### config.mk
export PLATFORM = sky130hd
export DESIGN_NAME = cs_dac_seg_ctrl
export DESIGN_NICKNAME = d
export VERILOG_FILES = /design/src/rtl/cs_dac_seg_ctrl.sv
export SDC_FILE = /design/constraint.sdc
export NUM_CORES = 1
export LEC_CHECK = 0
export ABC_CLOCK_PERIOD_IN_PS = 3500
export CORE_MARGIN = 1
export CORE_UTILIZATION = 45
export DETAILED_ROUTE_END_ITERATION = 6
export HOLD_SLACK_MARGIN = 0.15
export MAX_ROUTING_LAYER = met4
export PLACE_DENSITY = 0.7
export SLEW_MARGIN = 20
export SYNTH_ARGS = -nofsm -noshare
export SYNTH_HDL_FRONTEND = slang
export SYNTH_SLANG_ARGS = --single-unit
### constraint.sdc
create_clock -name clk -period 3.5 [get_ports clk]
set_clock_uncertainty 0.15 [all_clocks]
set_input_delay 0.35 -clock clk [delete_from_list [all_inputs] [get_ports clk]]
set_output_delay 0.35 -clock clk [all_outputs]
set_load 0.01 [all_outputs]
### src/rtl/cs_dac_seg_ctrl.sv
// Digital front-end for the segmented current-steering DAC: a two-stage code pipeline with
// static/DWA thermometer decode, complementary switch drives and a SAR trim sequencer.
module cs_dac_seg_ctrl #(
  parameter int unsigned LSB_BITS   = 6,
  parameter int unsigned MSB_BITS   = 4,
  parameter int unsigned CAL_BITS   = 5,
  parameter int unsigned CAL_MAX    = 22,
  parameter int unsigned CAL_RESET  = 11,
  parameter int unsigned CAL_SETTLE = 16
) (
  input  logic                               clk,
  input  logic                               rstb,
  input  logic                               pdb,
  input  logic [LSB_BITS+MSB_BITS-1:0]       code,
  input  logic                               code_valid,
  input  logic                               mode,
  input  logic                               cal_start,
  input  logic                               cal_cmp,
  output logic [LSB_BITS-1:0]                datain,
  output logic [LSB_BITS-1:0]                datainb,
  output logic [(2**MSB_BITS)-2:0]           datatherm,
  output logic [(2**MSB_BITS)-2:0]           datathermb,
  output logic [CAL_BITS-1:0]                dataical,
  output logic                               cal_busy,
  output logic                               cal_done
);

  localparam int unsigned CODE_BITS = LSB_BITS + MSB_BITS;
  localparam int unsigned THERM     = (2 ** MSB_BITS) - 1;
  localparam int unsigned CNT_BITS  = (CAL_SETTLE > 1) ? $clog2(CAL_SETTLE) : 1;
  localparam int unsigned BIT_W     = (CAL_BITS > 1) ? $clog2(CAL_BITS) : 1;

  // ---------------------------------------------------------------------------------------------
  // Code pipeline
  // ---------------------------------------------------------------------------------------------
  logic [CODE_BITS-1:0] s1_code_q;
  logic                 s1_mode_q;
  logic                 s1_new_q;
  logic [LSB_BITS-1:0]  din_q;
  logic [THERM-1:0]     therm_q;
  logic [MSB_BITS-1:0]  ptr_q;

  logic [MSB_BITS-1:0]  k;
  logic [THERM-1:0]     lin;
  logic [2*THERM-1:0]   dbl;
  logic [THERM-1:0]     therm_d;
  logic [MSB_BITS:0]    ptr_sum;
  logic [MSB_BITS-1:0]  ptr_d;

  assign k = s1_code_q[CODE_BITS-1 -: MSB_BITS];

  always_comb begin
    lin = '0;
    for (int unsigned i = 0; i < THERM; i++) begin
      lin[i] = (i < 32'(k));
    end
    // Rotating a doubled copy gives the wrap-around modulo THERM for free.
    dbl     = {lin, lin} << ptr_q;
    therm_d = s1_mode_q ? dbl[2*THERM-1:THERM] : lin;
    ptr_sum = {1'b0, ptr_q} + {1'b0, k};
    if (ptr_sum >= (MSB_BITS+1)'(THERM)) begin
      ptr_d = MSB_BITS'(ptr_sum - (MSB_BITS+1)'(THERM));
    end else begin
      ptr_d = ptr_sum[MSB_BITS-1:0];
    end
  end

  always_ff @(posedge clk) begin
    if (!rstb || !pdb) begin
      s1_code_q <= '0;
      s1_mode_q <= 1'b0;
      s1_new_q  <= 1'b0;
      din_q     <= '0;
      therm_q   <= '0;
      ptr_q     <= '0;
    end else begin
      s1_new_q <= code_valid;
      if (code_valid) begin
        s1_code_q <= code;
        s1_mode_q <= mode;
      end
      // Only freshly accepted codes are decoded, so DWA does not re-rotate on idle cycles.
      if (s1_new_q) begin
        din_q   <= s1_code_q[LSB_BITS-1:0];
        therm_q <= therm_d;
        if (s1_mode_q) begin
          ptr_q <= ptr_d;
        end
      end
    end
  end

  assign datain     = din_q;
  assign datainb    = ~din_q;
  assign datatherm  = therm_q;
  assign datathermb = ~therm_q;

  // ---------------------------------------------------------------------------------------------
  // SAR calibration sequencer
  // ---------------------------------------------------------------------------------------------
  typedef enum logic [1:0] {StIdle, StSettle, StDecide, StDone} cal_state_e;

  cal_state_e          state_q;
  logic [CNT_BITS-1:0] cnt_q;
  logic [BIT_W-1:0]    bit_q;
  logic [CAL_BITS-1:0] ical_q;
  logic [CAL_BITS-1:0] last_q;
  logic                busy_q;
  logic                done_q;

  logic [CAL_BITS-1:0] decided;
  logic [CAL_BITS-1:0] clamped;

  always_comb begin
    decided = ical_q;
    if (cal_cmp) begin
      decided[bit_q] = 1'b0;
    end
    if (bit_q != '0) begin
      decided[bit_q - 1'b1] = 1'b1;
    end
    clamped = (decided > CAL_BITS'(CAL_MAX)) ? CAL_BITS'(CAL_MAX) : decided;
  end

  always_ff @(posedge clk) begin
    if (!rstb) begin
      state_q <= StIdle;
      cnt_q   <= '0;
      bit_q   <= '0;
      ical_q  <= CAL_BITS'(CAL_RESET);
      last_q  <= CAL_BITS'(CAL_RESET);
      busy_q  <= 1'b0;
      done_q  <= 1'b0;
    end else if (!pdb) begin
      // Abort: fall back to the last trim that completed.
      state_q <= StIdle;
      cnt_q   <= '0;
      ical_q  <= last_q;
      busy_q  <= 1'b0;
      done_q  <= 1'b0;
    end else begin
      done_q <= 1'b0;
      case (state_q)
        StIdle: begin
          if (cal_start) begin
            state_q <= StSettle;
            cnt_q   <= '0;
            bit_q   <= BIT_W'(CAL_BITS - 1);
            ical_q  <= {1'b1, {(CAL_BITS-1){1'b0}}};
            busy_q  <= 1'b1;
          end
        end
        StSettle: begin
          if (cnt_q == CNT_BITS'(CAL_SETTLE - 1)) begin
            cnt_q   <= '0;
            state_q <= StDecide;
          end else begin
            cnt_q <= cnt_q + 1'b1;
          end
        end
        StDecide: begin
          if (bit_q != '0) begin
            ical_q  <= decided;
            bit_q   <= bit_q - 1'b1;
            state_q <= StSettle;
          end else begin
            ical_q  <= clamped;
            last_q  <= clamped;
            busy_q  <= 1'b0;
            done_q  <= 1'b1;
            state_q <= StDone;
          end
        end
        StDone: begin
          state_q <= StIdle;
        end
        default: begin
          state_q <= StIdle;
        end
      endcase
    end
  end

  assign dataical = ical_q;
  assign cal_busy = busy_q;
  assign cal_done = done_q;

endmodule

==> Implementation_results.wiki <==
{| class="wikitable"
! Metric !! Value
|-
| Setup repair after global routing missed its margin || false
|-
| Max Cap Viol || 0
|-
| Worst min-delay path endpoint || s1_code_q[1]
|-
| Effective utilization at floorplan || 0.462
|-
| Critical path arrival || 2.82 ns
|-
| Remaining Overflow, GRT || 0
|-
| DRC marker count from the first detailed-route iteration || between 300 and 400
|-
| Met3 routing resource usage after global routing || 0.0431
|-
| Max_slew headroom || 0.413
|-
| Number of antenna violations at the first check in global routing || 0
|-
| WP data required || between 3 and 4 ns
|-
| Hold path depth || 2
|-
| Endpoint of the lowest-slack register-to-register path || ptr_q[0]
|-
| Worst-margin pin slew || 0.879 ns
|-
| Fin Setup TNS || 0 ns
|-
| CP top delay family || flip-flops
|-
| Highest-delay cell along the critical path || sky130_fd_sc_hd__dfxtp_1
|-
| Post-layout worst setup margin || around 0.8 ns
|-
| Biggest cell delay along the critical path || 0.90 ns
|-
| Pin count of the biggest net entering global routing || 37
|-
| Global-route track usage on met1 || 0.325
|-
| DRC || 0
|-
| Final hold violation count || 0
|-
| Wire length of the first global-routing pass || roughly 17000 µm
|-
| Startpoint type of the worst setup path || register
|-
| Number of top-level pins || 66
|-
| Static leakage || about 1.7 nW
|-
| Area of the core || between 8000 and 9000 µm²
|-
| Result of the run || completed
|-
| Flip-flop and latch count after synthesis || 58
|-
| Chip width || just over 90 µm
|-
| Clock buffers created by TritonCTS || 9
|-
| Clock latency at the later pin of the worst-skew pair || around 0.35 ns
|-
| Number of resized instances in the post-cts repair step || 0
|-
| Most frequently used flop master after synthesis || sky130_fd_sc_hd__dfxtp_1
|-
| Critical path, cell by cell || ha_1, a211oi_2, nor3b_1, o41a_1, or3_1, nand3_1
|-
| Buffers inserted during post-CTS setup optimization || 0
|-
| Detailed-route wire length || around 11000 µm
|-
| Number of instances in the synthesized netlist || between 400 and 500
|-
| Root buffer selected by CTS || sky130_fd_sc_hd__clkbuf_8
|-
| Leading cell type in the layout, fill and taps excluded || sky130_fd_sc_hd__clkdlybuf4s50_1
|-
| Combined flip-flop and latch cell area || 1160 µm²
|-
| TritonCTS clock tree || built
|-
| R2R setup slack || 0.82 ns
|-
| Per-instance average area after synthesis || between 7 and 8 µm²
|-
| Chip height || 93.6 µm
|-
| Total power divided by cell area || between 300 and 400 nW/µm²
|-
| Net count reported at finish || approximately 580
|-
| Worst path buffer plus inverter count || 0
|-
| Maximum clock rate || about 0.37 GHz
|-
| # fillers || 777
|-
| Total half-perimeter wirelength after legalization and detailed placement || around 7600 µm
|-
| Final Hold Slack || roughly 0.35 ns
|-
| Maximum number of buffers from clock root to sink || 2
|-
| Crit path capture type || register
|-
| Maximum fanout along the worst path || 26
|-
| Distinct cells, synth || 71
|-
| Total setup violations reported at the end of the flow || 0
|-
| GRT Overall Usage || 0.260
|-
| Final period utilization || 0.766
|-
| Top Usage Layer GRT || met2
|-
| Most frequent cells in the layout || 65 x sky130_fd_sc_hd__clkdlybuf4s50_1, 58 x sky130_fd_sc_hd__dfxtp_1, 55 x sky130_fd_sc_hd__nor2_1
|-
| Worst Reg-to-Reg Cells || 6
|-
| Portion of the post-synthesis area used by sequential elements || 0.308
|-
| Via count || between 3000 and 4000
|-
| Quantity of I/O buffers inserted on ports || 65
|-
| Number of core rows || 33
|-
| Count of flip-flops with a built-in enable after synthesis || 0
|-
| YS warnings || 0
|-
| Type of the worst setup path || reg -> reg
|-
| DR WL/cell || 16.3 µm
|-
| Worst slack after detailed placement || between 0.8 and 0.9 ns
|-
| Asr flop ratio synth || 0
|-
| Area occupied by multi-input gates || about 2300 µm²
|-
| Fraction of layout cells with a size suffix above 1 || 0.0812
|-
| HP Class || reg -> reg
|-
| Number of global-route vias before repair || 3651
|-
| Reg-to-reg startpoint || ptr_q[1]
|-
| Number of buffers added to fix hold violations after cts || 0
|-
| Max Slew Vio Count || 0
|-
| Gp weighted congestion || between 0.9 and 1
|-
| Met2 Resource Use GR || 0.406
|-
| Maximum resistive drop on vdd || just under 0.2 mV
|-
| Die ar. || about 9000 µm²
|-
| Antenna diode count || 0
|-
| Clock Sink Count || 58
|-
| Final worst path period need || around 2.7 ns
|-
| Total standard cell area after synthesis || 3770 µm²
|-
| Reg clk slew, reported paths || 0.07 ns
|-
| Post-Synthesis Net Count || 523
|-
| First-pass DRT Iterations || 5
|-
| Via-to-Cell Ratio || a little over 6
|-
| Area growth from synthesis to layout || 24.5%
|-
| Number of H-tree levels || 3
|-
| Startpoint of the lowest-slack hold path || s1_code_q[1]
|-
| Routed Antenna Nets || 0
|}
## flip-flops by register name, indices dropped and copies added, names as in the netlist
signal     count
datatherm     15
s1_code_q     10
datain         6
dataical       5
last_q         5
cnt_q          4
ptr_q          4
bit_q          3
state_q        2
cal_busy       1
cal_done       1
s1_mode_q      1
s1_new_q       1
## power by group
group          switching, mW  total (mW)  internal (mW)
logic                  0.106       0.189         0.0832
clock network          0.290       0.688          0.399
registers             0.0139       0.688          0.674
total                  0.409        1.57           1.16
## worst min-delay path: cells and delay by family, from the launching register on
family	cells	cell delay, ns
mux	1	0.06
simple gates	1	0.07
flops	1	0.33
## final cells by class
| class | count | area share |
|---|---|---|
| timing repair buffer | 78 | 0.159 |
| clock inverter | 7 | 0.0200 |
| sequential | 58 | 0.247 |
| multi-input combinational | 361 | 0.487 |
| clock buffer | 9 | 0.0264 |
| inverter | 41 | 0.0327 |
| tap | 105 | 0.0280 |
## kinds of logic (layout without fill, tap and decap cells)
| group | count (synthesis) | count (layout) | share of synthesized area |
|---|---|---|---|
| buffers and inverters | 78 | 135 | 0.0862 |
| AO/OA/AOI/OAI | 175 | 175 | 0.313 |
| multiplexers | 23 | 23 | 0.0617 |
| XOR/XNOR | 2 | 2 | 0.00464 |
| AND/OR/NAND/NOR | 150 | 150 | 0.189 |
| adder cells (fa/ha/maj) | 11 | 11 | 0.0375 |
| flip-flops | 58 | 58 | 0.308 |
## metal layers
| layer | vias up | share of wire |
|---|---|---|
| li1 | 1918 | - |
| met1 | 1889 | 0.43 |
| met2 | 158 | 0.47 |
| met3 | 29 | 0.066 |
| met4 | 0 | 0.026 |
| met5 | - | 0 |
## synth_stat cells, types with 3 or more instances
library cell / n / share of area
sky130_fd_sc_hd__or3_1: 4 / 0.0066
sky130_fd_sc_hd__nand3_1: 11 / 0.015
sky130_fd_sc_hd__a31oi_1: 14 / 0.023
sky130_fd_sc_hd__o41ai_1: 4 / 0.0093
sky130_fd_sc_hd__a211oi_1: 4 / 0.0080
sky130_fd_sc_hd__o221ai_1: 4 / 0.0093
sky130_fd_sc_hd__and2_1: 5 / 0.0083
sky130_fd_sc_hd__o21ai_0: 35 / 0.046
sky130_fd_sc_hd__nor2_1: 55 / 0.055
sky130_fd_sc_hd__a21o_1: 4 / 0.0080
sky130_fd_sc_hd__o22ai_1: 5 / 0.0083
sky130_fd_sc_hd__clkbuf_1: 17 / 0.017
sky130_fd_sc_hd__inv_1: 38 / 0.038
sky130_fd_sc_hd__o221a_2: 3 / 0.0090
sky130_fd_sc_hd__o21a_1: 6 / 0.012
sky130_fd_sc_hd__mux2i_1: 21 / 0.056
sky130_fd_sc_hd__nand2_1: 33 / 0.033
sky130_fd_sc_hd__buf_1: 3 / 0.0030
sky130_fd_sc_hd__nand4_1: 5 / 0.0083
sky130_fd_sc_hd__and3_1: 5 / 0.0083
sky130_fd_sc_hd__o211ai_1: 12 / 0.024
sky130_fd_sc_hd__buf_2: 13 / 0.017
sky130_fd_sc_hd__a21oi_1: 39 / 0.052
sky130_fd_sc_hd__ha_1: 8 / 0.027
sky130_fd_sc_hd__dfxtp_1: 58 / 0.31
sky130_fd_sc_hd__o31ai_1: 5 / 0.0099
sky130_fd_sc_hd__nor3_1: 8 / 0.011
sky130_fd_sc_hd__nor4_1: 4 / 0.0066
sky130_fd_sc_hd__a211o_1: 3 / 0.0070
sky130_fd_sc_hd__a41oi_1: 4 / 0.0093
sky130_fd_sc_hd__nor2b_1: 8 / 0.013
sky130_fd_sc_hd__a22oi_1: 5 / 0.0099
## how the worst max path moves through the flow
stage / endpoint / slack, ns / cells past startpoint / from
global route: ptr_q[0] / 0.70 / 6 / ptr_q[1]
finish: ptr_q[0] / 0.82 / 6 / ptr_q[1]
detailed placement: ptr_q[0] / 0.89 / 6 / ptr_q[1]
CTS: ptr_q[1] / 0.87 / 6 / ptr_q[1]
global placement: ptr_q[0] / 0.96 / 6 / ptr_q[1]
floorplan: ptr_q[0] / 1.26 / 7 / s1_code_q[6]
## per-stage QoR
| step | util | power [mW] | cell area (µm²) | std cells |
|---|---|---|---|---|
| after floorplan | - | 0.815 | 3770 | 497 |
| after global placement | 0.548 | 0.886 | 4480 | 643 |
| after detailed placement | 0.548 | 0.888 | 4480 | 643 |
| after CTS | 0.575 | 1.58 | 4700 | 659 |
| after global routing | 0.575 | 1.63 | 4700 | 659 |
| final | 0.575 | 1.57 | 4700 | 659 |
Note: power is estimated with default switching activity, not from simulation.
